File: config.mk
export PLATFORM = sky130hd
export DESIGN_NAME = cache_controller
export DESIGN_NICKNAME = d
export VERILOG_FILES = /design/src/rtl/cache_controller.sv
export SDC_FILE = /design/constraint.sdc
export NUM_CORES = 2
export LEC_CHECK = 0
export CORE_AREA = 2 2 509 511
export DETAILED_ROUTE_END_ITERATION = 8
export DIE_AREA = 0 0 511 513
export GPL_ROUTABILITY_DRIVEN = 0
export PLACE_DENSITY = 0.44
export SETUP_SLACK_MARGIN = 0.15
export SLEW_MARGIN = 5
export SYNTH_ARGS = -nofsm -noshare
export SYNTH_HDL_FRONTEND = slang
export SYNTH_SLANG_ARGS = --single-unit
File: constraint.sdc
create_clock -name clk -period 8.1 [get_ports clk]
set_input_delay 2.025 -clock clk [delete_from_list [all_inputs] [get_ports clk]]
set_output_delay 2.025 -clock clk [all_outputs]
set_load 0.02 [all_outputs]
File: src/rtl/cache_controller.sv
// cache_controller
//   Sequencing FSM for a 4-way, NUM_SETS-set, LINE_W-bit-line cache.
//   It handles lookup, read-miss refill with tree pseudo-LRU victim selection,
//   and write-through / no-write-allocate stores. It owns the per-set PLRU
//   bits and drives the victim one-hot (lru_way) for the latched index.
//
// Ports
//   clk, reset        clock, synchronous active-high reset
//   cpu_*             CPU load/store port: req/we/addr/wdata in; busy/ack/rdata out
//   cache_*           cache block: addr/wdata/we/fill_we/fill_data out; hit/rdata in
//   hit_way, lru_way  one-hot hit way (in), one-hot victim way (out)
//   mem_*             line-granular memory: req/we/addr/wdata out; ack/rdata in
//
// Optional build macro
//   CACHE_STATS_EN    adds saturating stat_hits / stat_misses counters that
//                     count only the first LOOKUP of each request
module cache_controller #(
  parameter int ADDR_W   = 32,
  parameter int NUM_SETS = 128,
  parameter int LINE_W   = 512
) (
  input  logic              clk,
  input  logic              reset,
  input  logic              cpu_req,
  input  logic              cpu_we,
  input  logic [ADDR_W-1:0] cpu_addr,
  input  logic [31:0]       cpu_wdata,
  output logic              cpu_busy,
  output logic              cpu_ack,
  output logic [31:0]       cpu_rdata,
  output logic [ADDR_W-1:0] cache_addr,
  output logic [31:0]       cache_wdata,
  output logic              cache_we,
  output logic              cache_fill_we,
  output logic [LINE_W-1:0] cache_fill_data,
  output logic [3:0]        lru_way,
  input  logic              cache_hit,
  input  logic [3:0]        hit_way,
  input  logic [31:0]       cache_rdata,
  output logic              mem_req,
  output logic              mem_we,
  output logic [ADDR_W-1:0] mem_addr,
  output logic [31:0]       mem_wdata,
  input  logic              mem_ack,
  input  logic [LINE_W-1:0] mem_rdata
`ifdef CACHE_STATS_EN
  ,
  output logic [31:0]       stat_hits,
  output logic [31:0]       stat_misses
`endif
);

  localparam int OFF_W = $clog2(LINE_W / 8);
  localparam int IDX_W = $clog2(NUM_SETS);

  typedef enum logic [2:0] {
    S_IDLE, S_LOOKUP, S_REFILL, S_FILL, S_WTHRU, S_RESP
  } state_t;

  state_t              state_q, state_d;
  logic [ADDR_W-1:0]   addr_q, addr_d;
  logic                we_q, we_d;
  logic [31:0]         wdata_q, wdata_d;
  logic [31:0]         rdata_q, rdata_d;
  logic [ADDR_W-1:0]   maddr_q, maddr_d;
  logic [31:0]         mwdata_q, mwdata_d;
  logic [LINE_W-1:0]   fill_q, fill_d;
  logic                post_fill_q, post_fill_d;   // current LOOKUP follows a FILL
  logic [NUM_SETS-1:0][2:0] plru_q;                 // per set {b2,b1,b0}

  logic [IDX_W-1:0] idx;
  logic [2:0]       plru_cur, plru_nxt;
  logic [1:0]       vic_enc, hit_enc, upd_way;
  logic             plru_upd;

  assign idx      = addr_q[OFF_W +: IDX_W];
  assign plru_cur = plru_q[idx];

  // b0 chooses the half, b1/b2 choose within the left/right half
  assign vic_enc = plru_cur[0] ? (plru_cur[2] ? 2'd3 : 2'd2)
                               : (plru_cur[1] ? 2'd1 : 2'd0);
  // multiple hit bits resolve to the lowest-numbered way
  assign hit_enc = hit_way[0] ? 2'd0 : hit_way[1] ? 2'd1 :
                   hit_way[2] ? 2'd2 : hit_way[3] ? 2'd3 : 2'd0;

  always_comb begin
    plru_nxt    = plru_cur;
    plru_nxt[0] = ~upd_way[1];
    if (!upd_way[1]) plru_nxt[1] = (upd_way == 2'd0);
    else             plru_nxt[2] = (upd_way == 2'd2);
  end

  always_comb begin
    state_d     = state_q;
    addr_d      = addr_q;
    we_d        = we_q;
    wdata_d     = wdata_q;
    rdata_d     = rdata_q;
    maddr_d     = maddr_q;
    mwdata_d    = mwdata_q;
    fill_d      = fill_q;
    post_fill_d = post_fill_q;
    cache_we    = 1'b0;
    plru_upd    = 1'b0;
    upd_way     = hit_enc;
    case (state_q)
      S_IDLE: if (cpu_req) begin
        addr_d      = cpu_addr;
        we_d        = cpu_we;
        wdata_d     = cpu_wdata;
        post_fill_d = 1'b0;
        state_d     = S_LOOKUP;
      end
      S_LOOKUP: begin
        if (we_q) begin
          // write-through: the word always goes to memory; cache only on hit
          cache_we = cache_hit;
          plru_upd = cache_hit;
          maddr_d  = addr_q;
          mwdata_d = wdata_q;
          state_d  = S_WTHRU;
        end else if (cache_hit) begin
          plru_upd = 1'b1;
          rdata_d  = cache_rdata;
          state_d  = S_RESP;
        end else begin
          maddr_d  = {addr_q[ADDR_W-1:OFF_W], {OFF_W{1'b0}}};
          state_d  = S_REFILL;
        end
      end
      S_REFILL: if (mem_ack) begin
        fill_d  = mem_rdata;
        state_d = S_FILL;
      end
      S_FILL: begin
        plru_upd    = 1'b1;
        upd_way     = vic_enc;
        post_fill_d = 1'b1;
        state_d     = S_LOOKUP;
      end
      S_WTHRU: if (mem_ack) state_d = S_RESP;
      S_RESP:  state_d = S_IDLE;
      default: state_d = S_IDLE;
    endcase
  end

  always_ff @(posedge clk) begin
    if (reset) begin
      state_q     <= S_IDLE;
      addr_q      <= '0;
      we_q        <= 1'b0;
      wdata_q     <= '0;
      rdata_q     <= '0;
      maddr_q     <= '0;
      mwdata_q    <= '0;
      fill_q      <= '0;
      post_fill_q <= 1'b0;
      plru_q      <= '0;
    end else begin
      state_q     <= state_d;
      addr_q      <= addr_d;
      we_q        <= we_d;
      wdata_q     <= wdata_d;
      rdata_q     <= rdata_d;
      maddr_q     <= maddr_d;
      mwdata_q    <= mwdata_d;
      fill_q      <= fill_d;
      post_fill_q <= post_fill_d;
      if (plru_upd) plru_q[idx] <= plru_nxt;
    end
  end

  assign cpu_busy        = (state_q != S_IDLE);
  assign cpu_ack         = (state_q == S_RESP);
  assign cpu_rdata       = rdata_q;
  assign cache_addr      = addr_q;
  assign cache_wdata     = wdata_q;
  assign cache_fill_we   = (state_q == S_FILL);
  assign cache_fill_data = fill_q;
  assign lru_way         = 4'b0001 << vic_enc;
  assign mem_req         = (state_q == S_REFILL) || (state_q == S_WTHRU);
  assign mem_we          = (state_q == S_WTHRU);
  assign mem_addr        = maddr_q;
  assign mem_wdata       = mwdata_q;

`ifdef CACHE_STATS_EN
  logic [31:0] hits_q, misses_q;
  always_ff @(posedge clk) begin
    if (reset) begin
      hits_q   <= '0;
      misses_q <= '0;
    end else if (state_q == S_LOOKUP && !post_fill_q) begin
      if (cache_hit && hits_q != '1)       hits_q   <= hits_q + 32'd1;
      if (!cache_hit && misses_q != '1)    misses_q <= misses_q + 32'd1;
    end
  end
  assign stat_hits   = hits_q;
  assign stat_misses = misses_q;
`endif

endmodule

== After elaboration in Yosys (flattened, before gate mapping) ==
Index checks and enable logic that the tools add are counted.
Word-level totals
  flip-flop bits (word level): 1060
  output and inout port bits: 682
  bits of input ports: 618
  logic and storage cells: 190
Cells by class
  reduce and logical (&&, ||, !) cells: 11
  $lt $le $gt $ge: 2
  shifts and indexed selects: 1
  bitwise logic cells: 2
  equality and inequality tests: 10
  muxes and demuxes: 28
Operator list (count)
  bitwise mux 384 bit: 1
  two-way mux 32 bit: 2
  binary-select mux 3 bit (select 7 bit): 1
  demux 3 bit (select 7 bit): 1
  two-way mux 3 bit: 7
  one-hot mux 3 bit (5 select lines): 1
  two-way mux 2 bit: 6
  less-than comparator 7 x 8 -> 1 bit, second input constant: 1
  two-way mux 1 bit: 8
  AND reduction 2 bit: 4
  greater-or-equal comparator 7 x 1 -> 1 bit, second input constant: 1
  equality test 3 x 2 -> 1 bit, second input constant: 2
  equality test 3 bit, second input constant: 2
  AND reduction 3 bit: 2
  != test 2 x 1 -> 1 bit, second input constant: 2
  != test 2 bit, second input constant: 2
  << shifter 1 x 2 -> 4 bit, first input constant: 1
  equality test 3 x 1 -> 1 bit, second input constant: 1
  zero test 3 bit: 1
  nonzero test 3 bit: 1
  equality test 2 bit, second input constant: 1
  zero test 2 bit: 1
  NOT 1 bit: 2
  one-hot mux 1 bit (2 select lines): 1
  other kinds (2): 2

== Longest topological paths before layout ==
  depth in word-level cells: 8
  depth in mapped cells: 16
  gate-level depth less buffers: 8

== Worst setup path after synthesis ==
No wires, ideal clock.
  kind: register to output
  start point: register addr_q[7], in the netlist cache_addr[7]
  end point: output port lru_way[0]
  path buffers: 3
  arrival time: 2.655 ns
  slack: 3.420 ns
  required time: 6.075 ns
  stages on the path, launching flop included: 11
  cell sequence: dfxtp_1 -> buf_6 -> buf_2 -> buf_2 -> mux4_2 -> nand2_1 -> o211ai_1 -> a21oi_1 -> nand2_1 -> or3_1 -> nor2_1
Between the ends
  longest elaborated chain between the ends: 5
  elaborated cells between the ends (all ways): 6
  classes of those cells: shift: 1; mux: 5
RTL lines
  start: declaration: RTL line 61  | logic [ADDR_W-1:0] addr_q, addr_d;
  start signal: assignment: RTL line 161  | addr_q <= addr_d;
  binary-select mux 3 bit (select 7 bit) (*): RTL line 77  | assign plru_cur = plru_q[idx];
  two-way mux 3 bit (implied by the code) (*): RTL line 77
  two-way mux 1 bit, on equally long branches: RTL line 81, 80
  two-way mux 2 bit (*): RTL line 80  | assign vic_enc = plru_cur[0] ? (plru_cur[2] ? 2'd3 : 2'd2)
  << shifter 1 x 2 -> 4 bit (*): RTL line 180  | assign lru_way = 4'b0001 << vic_enc;
  end: declaration: RTL line 36  | output logic [3:0] lru_way,
Every way passes the cells marked *; elsewhere a longest branch is shown, timed or not. The select of a mux whose other input is x is not followed.

== Worst setup path in the final report ==
  start point: register addr_q[8], in the netlist cache_addr[8]
  end point: output port lru_way[3]
Same word-level chain as after synthesis.

==> impl_metrics.yaml <==
yosys:
  synth.distinct_cells: 63
  synthTopCellsByArea: "dfxtp_1 (50%), nand2_1 (16%), a21oi_1 (9.6%), a41oi_2 (4.6%), clkbuf_1 (3.0%)"
  yosysMostFrequentCell: "nand2_1"
  synth_ff_type: "dfxtp_1"
  synth_top_area_share_pct: 50.0
  synth-edff-count: 0
  synth_seq_area_share_pct: 50.0
  yosys_warnings: 0
  synthCells: 5118
  synth_nets: 5736
  ys_top_cells_by_count: "nand2_1 (1781), dfxtp_1 (1060), a21oi_1 (816)"
  syn_area_um2: 42500
  synthArstFlopShare_pct: 0
  synth_top_area_cell: "dfxtp_1"
  synth_seq_cells: 1060
  synth.avg_cell_area_um2: 8.29
clock_tree:
  clock-sinks: 1060
  postCtsResizedCells: 0
  cts_max_level: 4
  clk_pin_slew_ns: 0.06
  clk-insertion-delay-late_ns: 0.83
  post-cts-setup-buffer-count: 0
  cts_root_buf: "clkbuf_16"
  cts_tree: "done"
  clk_path_buf_depth: 3
  cts_inserted_buffers: 139
  hold_buffers: 0
die:
  dieArea_um2: 262000
  die_height_um: 513
  core_um2: 256000
  start_util_pct: 16.6
  fp.dieW_um: 511
  ios: 1300
  row_count: 186
drt:
  wl_per_cell_um: 33.9
  vias: 44937
  drt-vias-per-instance: 4.59
  finalWirelength_um: 333000
  firstDrtPassIters: 6
  ant_nets: 0
  post-route-drc-count: 0
  drt_iter0_drc: 4963
placement:
  portBuffers: 1299
  hpwlAfterDp_um: 267000
  dp_cells: 9452
  pre_cts_ws_ns: 1.68
critical_path:
  cp-end-kind: "output pin"
  path_cells: "buf_12 -> nor2b_1 -> a221oi_1 -> a2111oi_0 -> a2111oi_0 -> a211oi_1 -> buf_4 -> or3_1 -> and2_1 -> clkdlybuf4s50_1"
  crit_top_cell: "a2111oi_0"
  required_ns: 6.08
  slowest_delay_ns: 0.68
  cp_slowest_cell: "a211oi_1"
  arrival_ns: 5.28
  path_max_fanout: 78
  crit_type: "reg -> out"
  startpoint_type: "flip-flop"
global_route:
  track_usage_pct: 24.3
  antenna_found_initial: 192
  overflow: 0
  grt_pass1_vias: 42822
  grt_pass1_wl_um: 426000
  grt_max_degree: 191
layout:
  nets: 6827
  syn_to_final_growth_pct: 49.8
  stdcell_count: 9798
  drive_gt1_share_pct: 8.02
  final_util_pct: 24.8
  fill_cells: 27896
timing:
  skew_ns: 0.0456
  fin_ws_ns: 0.799
  fin_crit_sh_pct: 90.1
  worst_pin_slew_ns: 1.43
  fin_setup_tns_ns: 0
  max_clock_freq_mhz: 137
  min_period_ns: 7.30
  rsz0062_at_grt: "false"
  hold_viol: 0
  maxSlewHeadroom_pct: 4.25
  drv_slew: 0
  timing.final.setup_violations: 0
power:
  power_leakage_nw: 20.3
  cellPowerDensity_nw_per_um2: 218
  vdd_drop_max_mv: 0.213
min_path:
  hold_class: "reg -> reg"
job:
  drv_cap: 0
outcome:
  status: "completed"
[sequential cells by signal, summed over array words and instances, names as in the netlist]
| name | count |
|---|---|
| mem_wdata | 32 |
| cpu_rdata | 32 |
| plru_q | 384 |
| cache_addr | 32 |
| cache_fill_data | 512 |
| we_q | 1 |
| state_q | 3 |
| cache_wdata | 32 |
| mem_addr | 32 |
[worst max-delay path, delay by kind of cell (launching register included)]
kind,cells,cell delay (ns)
AOI/OAI and AO/OA,4,1.61
buffers and inverters,3,1.30
and+or+nand+nor,3,0.93
DFF,1,0.58
[metrics by stage]
step / area, um^2 / hold slack [ns] / power, W
finish: 63600 / 0.453 / 0.0138
global route: 63600 / 0.465 / 0.0143
CTS: 63400 / 0.453 / 0.0140
detailed placement: 58700 / 0.446 / 0.00748
global placement: 58700 / 0.443 / 0.00747
floorplan: 42500 / 0.432 / 0.00635
[power breakdown]
group	total (W)	switching (W)	leakage (nW)	internal, W
sequential	0.00548	0.000142	8.56	0.00534
clock	0.00646	0.00280	2.29	0.00366
combinational	0.00190	0.00120	9.45	0.000697
total	0.0138	0.00415	20.3	0.00969
[final timing paths]
path	start	endpoint	slack [ns]	cells past startpoint
min	cache_fill_data[290]	cache_fill_data[290]	0.45	2
min reg2reg	cache_fill_data[290]	cache_fill_data[290]	0.45	2
max reg2reg	cache_addr[7]	plru_q[223]	2.27	11
max	cache_addr[8]	lru_way[3]	0.80	10
[cells in the final DEF (no fill, tap or decap), drive strengths merged, types with 3 or more instances in the layout]
| cell | Yosys | layout |
|---|---|---|
| clkbuf | 334 | 200 |
| a21o | 5 | 5 |
| a2111oi | 4 | 4 |
| o221ai | 5 | 5 |
| o21bai | 126 | 126 |
| o21ai | 146 | 146 |
| nor2b | 19 | 19 |
| nand2 | 1781 | 1781 |
| mux2 | 21 | 21 |
| a21oi | 816 | 816 |
| a31oi | 11 | 11 |
| nor3b | 3 | 3 |
| a22o | 12 | 12 |
| nor2 | 178 | 178 |
| nand3 | 11 | 11 |
| o31ai | 5 | 5 |
| mux2i | 33 | 33 |
| mux4 | 43 | 43 |
| and3 | 5 | 5 |
| o22ai | 7 | 7 |
| clkinvlp | 0 | 6 |
| a41oi | 127 | 127 |
| nand3b | 133 | 133 |
| nor3 | 16 | 16 |
| buf | 83 | 69 |
| a221oi | 20 | 20 |
| nand2b | 13 | 13 |
| o22a | 3 | 3 |
| diode | 0 | 94 |
| and2 | 13 | 13 |
| inv | 7 | 16 |
| a221o | 7 | 7 |
| bufinv | 0 | 5 |
| clkdlybuf4s50 | 0 | 1298 |
| dfxtp | 1060 | 1060 |
| a22oi | 36 | 36 |
| a211oi | 4 | 4 |
| clkinv | 1 | 33 |
| o21a | 3 | 3 |
[cell families (layout without fill, tap and decap cells)]
logic type | Yosys count | count (layout) | share of synthesized area (%)
buffers and inverters | 425 | 1627 | 4.39
multiplexers | 97 | 97 | 3.63
other | 0 | 94 | 0
XOR/XNOR | 1 | 1 | 0.0206
flip-flops | 1060 | 1060 | 50.0
AO/OA/AOI/OAI | 1354 | 1354 | 21.0
AND/OR/NAND/NOR | 2181 | 2181 | 21.0
[layer usage]
metal | routed length (um) | global-route usage (%) | share of wire, % | up-vias
li1 | - | - | - | 19688
met1 | 115000 | 24.8 | 35 | 22047
met2 | 153000 | 39.5 | 46 | 2501
met3 | 33200 | 9.95 | 10 | 683
met4 | 30100 | 18.6 | 9.0 | 18
met5 | 507 | 1.19 | 0.15 | -
[final cells by class]
class                           instances  area (um^2)  area share (%)
Inverter                                8         30.0          0.0472
Sequential cell                      1060        21200            33.4
Clock inverter                         52          712            1.12
Timing Repair Buffer                 1367        13700            21.5
Multi-Input combinational cell       3633        19500            30.7
Clock buffer                          200         4000            6.28
Tap cell                             3384         4230            6.66
Antenna cell                           94          235           0.370
(Power assumes the default switching activity.)
